==> src/rtl/sram_ctrl_if.sv <==
// Request/response bundle between the two bus masters (fetch m0, data m1) and sram_ctrl.
// Handshake: a master raises req with stable addr/we/be_n/wdata and holds them until ack;
// ack is a one-cycle pulse, and req still high in the cycle after ack is a new request.
interface sram_ctrl_if #(
    parameter int ADDR_W = 20,
    parameter int DATA_W = 32
);
    logic              m0_req_i;
    logic [ADDR_W-1:0] m0_addr_i;
    logic [DATA_W-1:0] m0_rdata_o;
    logic              m0_ack_o;

    logic                m1_req_i;
    logic                m1_we_i;
    logic [DATA_W/8-1:0] m1_be_n_i;
    logic [ADDR_W-1:0]   m1_addr_i;
    logic [DATA_W-1:0]   m1_wdata_i;
    logic [DATA_W-1:0]   m1_rdata_o;
    logic                m1_ack_o;

    modport master (
        output m0_req_i, m0_addr_i,
        input  m0_rdata_o, m0_ack_o,
        output m1_req_i, m1_we_i, m1_be_n_i, m1_addr_i, m1_wdata_i,
        input  m1_rdata_o, m1_ack_o
    );

    modport slave (
        input  m0_req_i, m0_addr_i,
        output m0_rdata_o, m0_ack_o,
        input  m1_req_i, m1_we_i, m1_be_n_i, m1_addr_i, m1_wdata_i,
        output m1_rdata_o, m1_ack_o
    );
endinterface

==> src/rtl/sram_ctrl.sv <==
// Two-master asynchronous SRAM controller, one access in flight, all pins registered.
// Define SRAM_CTRL_RR_EN for round-robin arbitration; default is fixed priority m1 > m0.
module sram_ctrl #(
    parameter int ADDR_W   = 20,
    parameter int DATA_W   = 32,
    parameter int WAIT_CYC = 1
) (
    input  logic                clk_i,
    input  logic                rst_n_i,
    sram_ctrl_if.slave          bus,
    output logic [ADDR_W-1:0]   sram_addr_o,
    output logic [DATA_W/8-1:0] sram_be_n_o,
    output logic                sram_ce_n_o,
    output logic                sram_oe_n_o,
    output logic                sram_we_n_o,
    output logic [DATA_W-1:0]   sram_wdata_o,
    output logic                sram_data_oe_o,
    input  logic [DATA_W-1:0]   sram_rdata_i,
    output logic [2:0]          dbg_state_o
);
    localparam int BE_W = DATA_W / 8;
    localparam logic [3:0] CNT_RELOAD = 4'(WAIT_CYC - 1);

    typedef enum logic [2:0] {
        S_IDLE     = 3'd0,
        S_RD       = 3'd1,
        S_WR_SETUP = 3'd2,
        S_WR_PULSE = 3'd3,
        S_DONE     = 3'd4
    } state_t;

    state_t state_q, state_d;

    logic [3:0]      cnt_q;
    logic            gnt_m1_q;
    logic            we_q;
    logic [BE_W-1:0] be_n_q;
    logic [DATA_W-1:0] m0_rdata_q, m1_rdata_q;
    logic            m0_ack_q, m1_ack_q;

    logic            any_req, grant_now, pick_m1;
    logic            sel_m1, sel_we;
    logic [BE_W-1:0] sel_be_n;

    logic            ce_n_d, oe_n_d, we_n_d, data_oe_d;
    logic [BE_W-1:0] be_n_d;
    logic            m0_ack_d, m1_ack_d;

    assign any_req   = bus.m0_req_i | bus.m1_req_i;
    assign grant_now = (state_q == S_IDLE) && any_req;

`ifdef SRAM_CTRL_RR_EN
    // last_m1_q: 1 when m1 received the most recent grant.
    logic last_m1_q;
    assign pick_m1 = bus.m1_req_i & (~bus.m0_req_i | ~last_m1_q);

    always_ff @(posedge clk_i or negedge rst_n_i) begin
        if (!rst_n_i) begin
            last_m1_q <= 1'b1;
        end else if (grant_now) begin
            last_m1_q <= pick_m1;
        end
    end
`else
    assign pick_m1 = bus.m1_req_i;
`endif

    // On the grant edge the pins must already reflect the incoming request.
    assign sel_m1   = grant_now ? pick_m1 : gnt_m1_q;
    assign sel_we   = grant_now ? (pick_m1 & bus.m1_we_i) : we_q;
    assign sel_be_n = grant_now ? bus.m1_be_n_i : be_n_q;

    always_ff @(posedge clk_i or negedge rst_n_i) begin
        if (!rst_n_i) begin
            state_q <= S_IDLE;
        end else begin
            state_q <= state_d;
        end
    end

    always_comb begin
        state_d = state_q;
        case (state_q)
            S_IDLE:     if (any_req) state_d = sel_we ? S_WR_SETUP : S_RD;
            S_RD:       if (cnt_q == 4'd0) state_d = S_DONE;
            S_WR_SETUP: state_d = S_WR_PULSE;
            S_WR_PULSE: if (cnt_q == 4'd0) state_d = S_DONE;
            S_DONE:     state_d = S_IDLE;
            default:    state_d = S_IDLE;
        endcase
    end

    // Pin values for the cycle about to start; registered below.
    always_comb begin
        ce_n_d    = 1'b1;
        oe_n_d    = 1'b1;
        we_n_d    = 1'b1;
        data_oe_d = 1'b0;
        be_n_d    = '1;
        m0_ack_d  = 1'b0;
        m1_ack_d  = 1'b0;
        case (state_d)
            S_RD: begin
                ce_n_d = 1'b0;
                oe_n_d = 1'b0;
                be_n_d = '0;
            end
            S_WR_SETUP: begin
                ce_n_d    = 1'b0;
                data_oe_d = 1'b1;
                be_n_d    = sel_be_n;
            end
            S_WR_PULSE: begin
                ce_n_d    = 1'b0;
                we_n_d    = 1'b0;
                data_oe_d = 1'b1;
                be_n_d    = sel_be_n;
            end
            S_DONE: begin
                m0_ack_d = ~sel_m1;
                m1_ack_d = sel_m1;
                if (sel_we) begin
                    ce_n_d    = 1'b0;
                    data_oe_d = 1'b1;
                    be_n_d    = sel_be_n;
                end
            end
            default: ;
        endcase
    end

    always_ff @(posedge clk_i or negedge rst_n_i) begin
        if (!rst_n_i) begin
            sram_ce_n_o    <= 1'b1;
            sram_oe_n_o    <= 1'b1;
            sram_we_n_o    <= 1'b1;
            sram_data_oe_o <= 1'b0;
            sram_be_n_o    <= '1;
            sram_addr_o    <= '0;
            sram_wdata_o   <= '0;
            m0_ack_q       <= 1'b0;
            m1_ack_q       <= 1'b0;
        end else begin
            sram_ce_n_o    <= ce_n_d;
            sram_oe_n_o    <= oe_n_d;
            sram_we_n_o    <= we_n_d;
            sram_data_oe_o <= data_oe_d;
            sram_be_n_o    <= be_n_d;
            m0_ack_q       <= m0_ack_d;
            m1_ack_q       <= m1_ack_d;
            if (grant_now) begin
                sram_addr_o <= pick_m1 ? bus.m1_addr_i : bus.m0_addr_i;
                if (pick_m1 && bus.m1_we_i) sram_wdata_o <= bus.m1_wdata_i;
            end
        end
    end

    always_ff @(posedge clk_i or negedge rst_n_i) begin
        if (!rst_n_i) begin
            gnt_m1_q <= 1'b0;
            we_q     <= 1'b0;
            be_n_q   <= '1;
        end else if (grant_now) begin
            gnt_m1_q <= pick_m1;
            we_q     <= pick_m1 & bus.m1_we_i;
            be_n_q   <= bus.m1_be_n_i;
        end
    end

    // Wait counter: reloaded on entry to a timed state, the state exits when it reads zero.
    always_ff @(posedge clk_i or negedge rst_n_i) begin
        if (!rst_n_i) begin
            cnt_q <= 4'd0;
        end else if ((state_d == S_RD && state_q != S_RD) ||
                     (state_d == S_WR_PULSE && state_q != S_WR_PULSE)) begin
            cnt_q <= CNT_RELOAD;
        end else if ((state_q == S_RD || state_q == S_WR_PULSE) && cnt_q != 4'd0) begin
            cnt_q <= cnt_q - 4'd1;
        end
    end

    always_ff @(posedge clk_i or negedge rst_n_i) begin
        if (!rst_n_i) begin
            m0_rdata_q <= '0;
            m1_rdata_q <= '0;
        end else if (state_q == S_RD && cnt_q == 4'd0) begin
            if (gnt_m1_q) m1_rdata_q <= sram_rdata_i;
            else          m0_rdata_q <= sram_rdata_i;
        end
    end

    assign bus.m0_rdata_o = m0_rdata_q;
    assign bus.m1_rdata_o = m1_rdata_q;
    assign bus.m0_ack_o   = m0_ack_q;
    assign bus.m1_ack_o   = m1_ack_q;
    assign dbg_state_o    = state_q;
endmodule

==> src/flat_wrapper.sv <==
// flat-port wrapper written by rule: the top's interface ports become plain ports
module sram_ctrl_flat 
#(
    parameter int ADDR_W   = 20,
    parameter int DATA_W   = 32,
    parameter int WAIT_CYC = 1
)
  (clk_i, rst_n_i, sram_addr_o, sram_be_n_o, sram_ce_n_o, sram_oe_n_o, sram_we_n_o, sram_wdata_o, sram_data_oe_o, sram_rdata_i, dbg_state_o, bus_m0_req_i, bus_m0_addr_i, bus_m0_rdata_o, bus_m0_ack_o, bus_m1_req_i, bus_m1_we_i, bus_m1_be_n_i, bus_m1_addr_i, bus_m1_wdata_i, bus_m1_rdata_o, bus_m1_ack_o);
  sram_ctrl_if #(.ADDR_W(ADDR_W), .DATA_W(DATA_W)) bus_i ();
  input  logic clk_i;
  input  logic rst_n_i;
  output logic [ADDR_W-1:0] sram_addr_o;
  output logic [DATA_W/8-1:0] sram_be_n_o;
  output logic sram_ce_n_o;
  output logic sram_oe_n_o;
  output logic sram_we_n_o;
  output logic [DATA_W-1:0] sram_wdata_o;
  output logic sram_data_oe_o;
  input  logic [DATA_W-1:0] sram_rdata_i;
  output logic [2:0] dbg_state_o;
  input wire logic [$bits(bus_i.m0_req_i)-1:0] bus_m0_req_i;
  input wire logic [$bits(bus_i.m0_addr_i)-1:0] bus_m0_addr_i;
  output wire logic [$bits(bus_i.m0_rdata_o)-1:0] bus_m0_rdata_o;
  output wire logic [$bits(bus_i.m0_ack_o)-1:0] bus_m0_ack_o;
  input wire logic [$bits(bus_i.m1_req_i)-1:0] bus_m1_req_i;
  input wire logic [$bits(bus_i.m1_we_i)-1:0] bus_m1_we_i;
  input wire logic [$bits(bus_i.m1_be_n_i)-1:0] bus_m1_be_n_i;
  input wire logic [$bits(bus_i.m1_addr_i)-1:0] bus_m1_addr_i;
  input wire logic [$bits(bus_i.m1_wdata_i)-1:0] bus_m1_wdata_i;
  output wire logic [$bits(bus_i.m1_rdata_o)-1:0] bus_m1_rdata_o;
  output wire logic [$bits(bus_i.m1_ack_o)-1:0] bus_m1_ack_o;
  assign bus_i.m0_req_i = bus_m0_req_i;
  assign bus_i.m0_addr_i = bus_m0_addr_i;
  assign bus_m0_rdata_o = bus_i.m0_rdata_o;
  assign bus_m0_ack_o = bus_i.m0_ack_o;
  assign bus_i.m1_req_i = bus_m1_req_i;
  assign bus_i.m1_we_i = bus_m1_we_i;
  assign bus_i.m1_be_n_i = bus_m1_be_n_i;
  assign bus_i.m1_addr_i = bus_m1_addr_i;
  assign bus_i.m1_wdata_i = bus_m1_wdata_i;
  assign bus_m1_rdata_o = bus_i.m1_rdata_o;
  assign bus_m1_ack_o = bus_i.m1_ack_o;
  sram_ctrl #(.ADDR_W(ADDR_W), .DATA_W(DATA_W), .WAIT_CYC(WAIT_CYC)) u_core (.clk_i(clk_i), .rst_n_i(rst_n_i), .bus(bus_i), .sram_addr_o(sram_addr_o), .sram_be_n_o(sram_be_n_o), .sram_ce_n_o(sram_ce_n_o), .sram_oe_n_o(sram_oe_n_o), .sram_we_n_o(sram_we_n_o), .sram_wdata_o(sram_wdata_o), .sram_data_oe_o(sram_data_oe_o), .sram_rdata_i(sram_rdata_i), .dbg_state_o(dbg_state_o));
endmodule
==> config.mk <==
export PLATFORM = sky130hd
export DESIGN_NAME = sram_ctrl_flat
export DESIGN_NICKNAME = d
export VERILOG_FILES = /design/src/rtl/sram_ctrl_if.sv /design/src/rtl/sram_ctrl.sv /design/src/flat_wrapper.sv
export SDC_FILE = /design/constraint.sdc
export NUM_CORES = 1
export LEC_CHECK = 0
export ABC_CLOCK_PERIOD_IN_PS = 3500
export CAP_MARGIN = 0
export CORE_ASPECT_RATIO = 0.6
export CORE_MARGIN = 4
export CORE_UTILIZATION = 46
export DETAILED_ROUTE_END_ITERATION = 12
export GPL_ROUTABILITY_DRIVEN = 0
export PLACE_DENSITY = 0.86
export SYNTH_ARGS = -nofsm -noshare
export SYNTH_HDL_FRONTEND = slang
export SYNTH_SLANG_ARGS = --single-unit
==> constraint.sdc <==
create_clock -name clk_i -period 3.5 [get_ports clk_i]
set_clock_uncertainty 0.1 [all_clocks]
set_input_delay 0.525 -clock clk_i [delete_from_list [all_inputs] [get_ports clk_i]]
set_output_delay 0.525 -clock clk_i [all_outputs]
set_load 0.05 [all_outputs]
; Word level (Yosys, flattened, before mapping)
; Index checks and enable logic that the tools add are counted.
[word_totals]
reg_bits = 139
inputBits = 113
out_inout_bits = 129
word_cells = 68
[op_classes]
addsub = 1
eq_ne = 9
mux = 20
bitwise = 4
reduce_logical = 18
[ops]
columns = operator, n
row1 = $mux W20, 1
row2 = $mux W4, 4
row3 = $eq A3 B2 Y1 const B, 4
row4 = $pmux W4 S3, 1
row5 = $pmux W3 S3, 1
row6 = $mux W1, 8
row7 = $eq A3 B1 Y1 const B, 2
row8 = $logic_and A1 B1 Y1, 6
row9 = $mux W3, 2
row10 = $reduce_and A2 Y1, 3
row11 = $logic_not A4 Y1, 1
row12 = $pmux W1 S2, 2
row13 = $reduce_bool A4 Y1, 1
row14 = $reduce_or A2 Y1, 2
row15 = $sub A4 B1 Y4 const B, 1
row16 = $eq A3 B3 Y1 const B, 1
row17 = $logic_not A3 Y1, 1
row18 = $ne A3 B1 Y1 const B, 1
row19 = $ne A3 B2 Y1 const B, 1
row20 = $reduce_or A3 Y1, 1
row21 = $logic_or A1 B1 Y1, 2
row22 = $mux W2, 1
row23 = $not A1 Y1, 2
row24 = $reduce_bool A2 Y1, 1
row25 = 2 further kinds, 2

; Longest topological paths before layout
[logic_depth]
word_depth = 10
ltp_mapped = 8
ltp_nobuf = 7

; Worst setup path after synthesis
; Ideal clock, no wire load.
[synth_timing]
kind = reg-to-reg
start = reg u_core.state_q[0], in the netlist u_core.dbg_state_o[0]
end = reg u_core.m0_rdata_q[10], in the netlist u_core.bus.m0_rdata_o[10]
setup_time_ns = 0.125
t_arrival_ns = 1.822
slack_ns = 1.453
path_stages_with_launch = 6
path_buffers = 1
synth_period_minus_slack_ns = 2.047
path_cell_list = dfrtp_1 -> and2b_2 -> nand2_4 -> nor3_4 -> buf_6 -> mux2_2
[synth_between]
elab_chain_len = 3
[synth_rtl]
columns = item, line
row1 = start: declaration, sram_ctrl.sv:32  ; state_t state_q, state_d;
row2 = start signal: assignment, sram_ctrl.sv:77  ; state_q <= state_d;
row3 = $eq A3 B1 Y1, sram_ctrl.sv:186  ; end else if (state_q == S_RD && cnt_q == 4'd0) begin
row4 = $logic_and A1 B1 Y1, sram_ctrl.sv:186
row5 = $reduce_and A2 Y1 (no line), -
row6 = end signal: assignment, sram_ctrl.sv:188  ; else m0_rdata_q <= sram_rdata_i;
row7 = end: declaration, sram_ctrl.sv:38  ; logic [DATA_W-1:0] m0_rdata_q, m1_rdata_q;
; Every way passes these cells.
; A chain may end at the register's enable or synchronous reset.

; Final worst setup path
[layout_timing]
start = reg u_core.cnt_q[0]
end = reg u_core.m1_rdata_q[10], in the netlist u_core.bus.m1_rdata_o[10]
[layout_between]
elab_chain_len = 3
[layout_rtl]
columns = item, line
row1 = start: declaration, sram_ctrl.sv:34  ; logic [3:0] cnt_q;
row2 = start signal: assignment, sram_ctrl.sv:178  ; cnt_q <= cnt_q - 4'd1;
row3 = $logic_not A4 Y1, sram_ctrl.sv:186
row4 = $logic_and A1 B1 Y1, sram_ctrl.sv:186
row5 = $reduce_and A2 Y1 (no line), -
row6 = end signal: assignment, sram_ctrl.sv:187  ; if (gnt_m1_q) m1_rdata_q <= sram_rdata_i;
row7 = end: declaration, sram_ctrl.sv:38
; Every way passes these cells.

==> impl_metrics.xml <==
<?xml version="1.0" encoding="UTF-8"?>
<metrics>
  <group name="final_layout">
    <metric name="drive_above_1_share" unit="%">22.1</metric>
    <metric name="n_fill_cell" unit="">705</metric>
    <metric name="antenna_cells_inserted" unit="">0</metric>
    <metric name="register_area" unit="um2">3490</metric>
    <metric name="finalNetCount" unit="">735</metric>
    <metric name="area_growth_syn_to_layout" unit="%">55.3</metric>
    <metric name="multi_input_area" unit="um2">2000</metric>
  </group>
  <group name="run_status">
    <metric name="violations" unit="">negative hold slack</metric>
    <metric name="run_status" unit="">finished with violations</metric>
  </group>
  <group name="global_routing">
    <metric name="grt_start_max_net_pins" unit="">71</metric>
    <metric name="first_global_vias" unit="">4311</metric>
    <metric name="antenna_found_initial" unit="">0</metric>
    <metric name="grt_pass1_wl" unit="mm">23.1</metric>
    <metric name="grt.overflow.total" unit="">0</metric>
    <metric name="grt_util_all_layers" unit="%">21.3</metric>
  </group>
  <group name="route">
    <metric name="detail_route.iter0.violations" unit="">121</metric>
    <metric name="wl_met2" unit="mm">7.15</metric>
    <metric name="met1Wirelength" unit="mm">6.13</metric>
    <metric name="dr_total_vias" unit="">3970</metric>
    <metric name="drt_first_pass_iters" unit="">4</metric>
    <metric name="route.antenna.remaining_nets" unit="">0</metric>
    <metric name="route.final.wire_length" unit="mm">14.7</metric>
    <metric name="post_drt_via_cell_ratio" unit="">5.00</metric>
    <metric name="met3_wirelength" unit="mm">1.23</metric>
    <metric name="routed_wire_length_per_instance" unit="um">18.6</metric>
    <metric name="drt_drc_violations_left" unit="">0</metric>
    <metric name="top_layer" unit="">met4</metric>
  </group>
  <group name="clocking">
    <metric name="root_buffer" unit="">sky130_fd_sc_hd__clkbuf_16</metric>
    <metric name="worstSkewPairLatency" unit="ns">0.41</metric>
    <metric name="postCtsHoldBufs" unit="">0</metric>
    <metric name="cts_num_sinks" unit="">139</metric>
    <metric name="clkSlewWorstSetupHoldPaths" unit="ns">0.06</metric>
    <metric name="clock_path_buffers" unit="">2</metric>
    <metric name="cts_inserted_buffers" unit="">17</metric>
    <metric name="clock_tree_from_tritoncts" unit="">built</metric>
    <metric name="cts.repair_timing.setup_buffer_count" unit="">0</metric>
    <metric name="h-tree-depth" unit="">4</metric>
    <metric name="post_cts.resized_instances" unit="">0</metric>
  </group>
  <group name="timing">
    <metric name="period_minus_slack" unit="ns">2.49</metric>
    <metric name="max-slew-margin-rel" unit="%">38.0</metric>
    <metric name="setup_repair_after_global_routing_missed_its_margin" unit="">false</metric>
    <metric name="drv_slew" unit="">0</metric>
    <metric name="setup-tns-final" unit="ns">0</metric>
    <metric name="min_period_over_period" unit="%">71.0</metric>
    <metric name="achievable-frequency" unit="MHz">402</metric>
    <metric name="setup_viol" unit="">0</metric>
    <metric name="total_count_of_hold_check_failures_in_the_final_report" unit="">4</metric>
    <metric name="worst_hold_slack" unit="ns">-0.00908</metric>
    <metric name="tightest_slew" unit="ns">0.922</metric>
  </group>
  <group name="floorplan">
    <metric name="rows" unit="">30</metric>
    <metric name="floorplan.die_area" unit="um2">14100</metric>
    <metric name="floorplan.initialDensity" unit="%">48.5</metric>
    <metric name="die_w" unit="um">151</metric>
    <metric name="io-pin-count" unit="">242</metric>
    <metric name="core_footprint" unit="um2">11600</metric>
    <metric name="die-height" unit="um">93.6</metric>
  </group>
  <group name="hold_path">
    <metric name="timing.hold.worst.class" unit="">input port to async pin</metric>
  </group>
  <group name="logic_synthesis">
    <metric name="post_synth_inst_count" unit="">372</metric>
    <metric name="synth_warnings" unit="">0</metric>
    <metric name="synth_area" unit="um2">5620</metric>
    <metric name="synth_xor_area_share" unit="%">0.312</metric>
    <metric name="postSynth.topFlopCell" unit="">sky130_fd_sc_hd__dfrtp_1</metric>
    <metric name="synth.avg_cell_area" unit="um2">15.1</metric>
    <metric name="simple_gate_share_of_the_synthesized_area" unit="%">5.83</metric>
    <metric name="muxShareOfSynthArea" unit="%">25.4</metric>
    <metric name="synth_edf_count" unit="">0</metric>
    <metric name="dominant_combinational_cell_family_by_area_after_synthesis" unit="">multiplexers</metric>
    <metric name="synthAdderAreaFrac" unit="%">0.223</metric>
    <metric name="synth-compound-area-share" unit="%">3.81</metric>
    <metric name="yosys_register_bits" unit="">139</metric>
    <metric name="netlist-cell-type-count" unit="">46</metric>
    <metric name="async_reset_ff_share" unit="%">100</metric>
    <metric name="sequential_cell_area_fraction_in_the_yosys_report" unit="%">62.1</metric>
    <metric name="synth_nets" unit="">486</metric>
  </group>
  <group name="setup_path">
    <metric name="cp.arrival" unit="ns">2.67</metric>
    <metric name="worst-path-max-fanout" unit="">32</metric>
    <metric name="worst_r2r_path_depth" unit="">7</metric>
    <metric name="timing.critical_path.to_type" unit="">register</metric>
    <metric name="critical_path_required" unit="ns">3.69</metric>
    <metric name="cp_class" unit="">register to register</metric>
    <metric name="setup.worst_path.start_class" unit="">register</metric>
  </group>
  <group name="placed_design">
    <metric name="estimated_wirelength_of_the_detail_placed_design" unit="mm">10.9</metric>
    <metric name="placement.io_buffers" unit="">241</metric>
  </group>
  <group name="run">
    <metric name="drv_cap" unit="">0</metric>
  </group>
</metrics>
[worst max-delay path: stages, from the launching register on]
cell                       delay (ns)
sky130_fd_sc_hd__dfrtp_1         0.40
sky130_fd_sc_hd__inv_1           0.08
sky130_fd_sc_hd__ha_1            0.24
sky130_fd_sc_hd__nor3b_4         0.28
sky130_fd_sc_hd__nand2_4         0.12
sky130_fd_sc_hd__inv_4           0.11
sky130_fd_sc_hd__nand3b_4        0.51
sky130_fd_sc_hd__mux2_4          0.51
[synth_stat cells (all sizes together), types with 2 or more instances]
library cell,number,share of area (%)
a211oi,2,0.27
a21oi,2,0.18
buf,11,1.8
clkbuf,5,0.33
dfrtp,128,57
dfstp,11,5.1
inv,3,0.24
mux2,99,22
mux2i,20,3.6
nand2,30,2.2
nand2b,2,0.22
nand3,2,0.18
nand3b,2,0.49
nor2,9,0.73
nor3,4,0.65
o21ai,21,1.9
o2bb2ai,4,0.62
[final cells by class]
| type | count | share of cell area (%) |
|---|---|---|
| inverters | 3 | 0.158 |
| multi-input cells | 214 | 22.9 |
| clock inverters | 14 | 1.43 |
| clock buffers | 18 | 5.03 |
| flip-flops and latches | 139 | 40.0 |
| well taps | 160 | 2.29 |
| repair buffers | 246 | 28.2 |
[sequential cells by signal, summed over array words and instances, names as in the netlist]
register               cells
u_core.bus.m0_ack_o        1
u_core.bus.m0_rdata_o     32
u_core.sram_we_n_o         1
u_core.bus.m1_rdata_o     32
u_core.sram_ce_n_o         1
u_core.sram_data_oe_o      1
u_core.bus.m1_ack_o        1
u_core.dbg_state_o         3
u_core.sram_be_n_o         4
u_core.be_n_q              4
u_core.sram_wdata_o       32
u_core.gnt_m1_q            1
u_core.we_q                1
u_core.sram_addr_o        20
u_core.cnt_q               4
u_core.sram_oe_n_o         1
[placed cells by master (no fill, tap or decap), types with 2 or more instances in the layout]
master                            netlist  layout
sky130_fd_sc_hd__clkinv_2               0       2
sky130_fd_sc_hd__a21oi_1                2       2
sky130_fd_sc_hd__nand2b_1               2       2
sky130_fd_sc_hd__nor2_1                 8       8
sky130_fd_sc_hd__mux2i_1               20      20
sky130_fd_sc_hd__clkinvlp_4             0       9
sky130_fd_sc_hd__clkdlybuf4s50_1        0     240
sky130_fd_sc_hd__mux2_1                21      21
sky130_fd_sc_hd__o2bb2ai_1              4       4
sky130_fd_sc_hd__buf_4                  3       4
sky130_fd_sc_hd__mux2_2                48      48
sky130_fd_sc_hd__nand2_1               28      28
sky130_fd_sc_hd__dfrtp_1              128     128
sky130_fd_sc_hd__dfstp_2               11      11
sky130_fd_sc_hd__clkbuf_16              0      17
sky130_fd_sc_hd__clkinv_4               0       2
sky130_fd_sc_hd__nand3_1                2       2
sky130_fd_sc_hd__inv_1                  2       2
sky130_fd_sc_hd__mux2_4                30      30
sky130_fd_sc_hd__nor3_1                 2       2
sky130_fd_sc_hd__a211oi_1               2       2
sky130_fd_sc_hd__o21ai_0               21      21
[cells by family (layout without fill, tap and decap cells)]
group,Yosys count,count (layout)
buf+inv,19,281
simple gates,57,57
fa+ha+maj,1,1
compound gates,35,35
xor+xnor,2,2
flops,139,139
mux,119,119
[layer usage]
metal | global-route usage [%] | vias to the layer above
met4 | 7.16 | 0
met1 | 26.3 | 1995
met5 | 0 | -
li1 | - | 1807
met3 | 6.88 | 17
met2 | 35.6 | 151
[per-stage QoR]
step / setup slack [ns] / instances / instance area (um2) / utilization [%]
finish: 1.01 / 794 / 8730 / 75.3
global route: 0.877 / 794 / 8730 / 75.3
CTS: 1.01 / 794 / 8730 / 75.3
floorplan: 1.45 / 372 / 5620 / -
global placement: 1.10 / 762 / 8170 / 70.4
detailed placement: 1.01 / 762 / 8170 / 70.4
[path summary, 6_finish.rpt]
check                                        from                         to  slack [ns]
max reg2reg                       u_core.cnt_q[0]  u_core.bus.m1_rdata_o[10]        1.01
max in group asynchronous                 rst_n_i      u_core.sram_be_n_o[3]        2.43
min in group clk_i         u_core.sram_addr_o[19]     u_core.sram_addr_o[19]        0.38
max                               u_core.cnt_q[0]  u_core.bus.m1_rdata_o[10]        1.01
min reg2reg                u_core.sram_addr_o[19]     u_core.sram_addr_o[19]        0.38
min                                       rst_n_i    u_core.sram_wdata_o[10]      -0.009
Power is not shown: default switching activity piles up to over one toggle a cycle in this logic, so the estimate is an artifact.
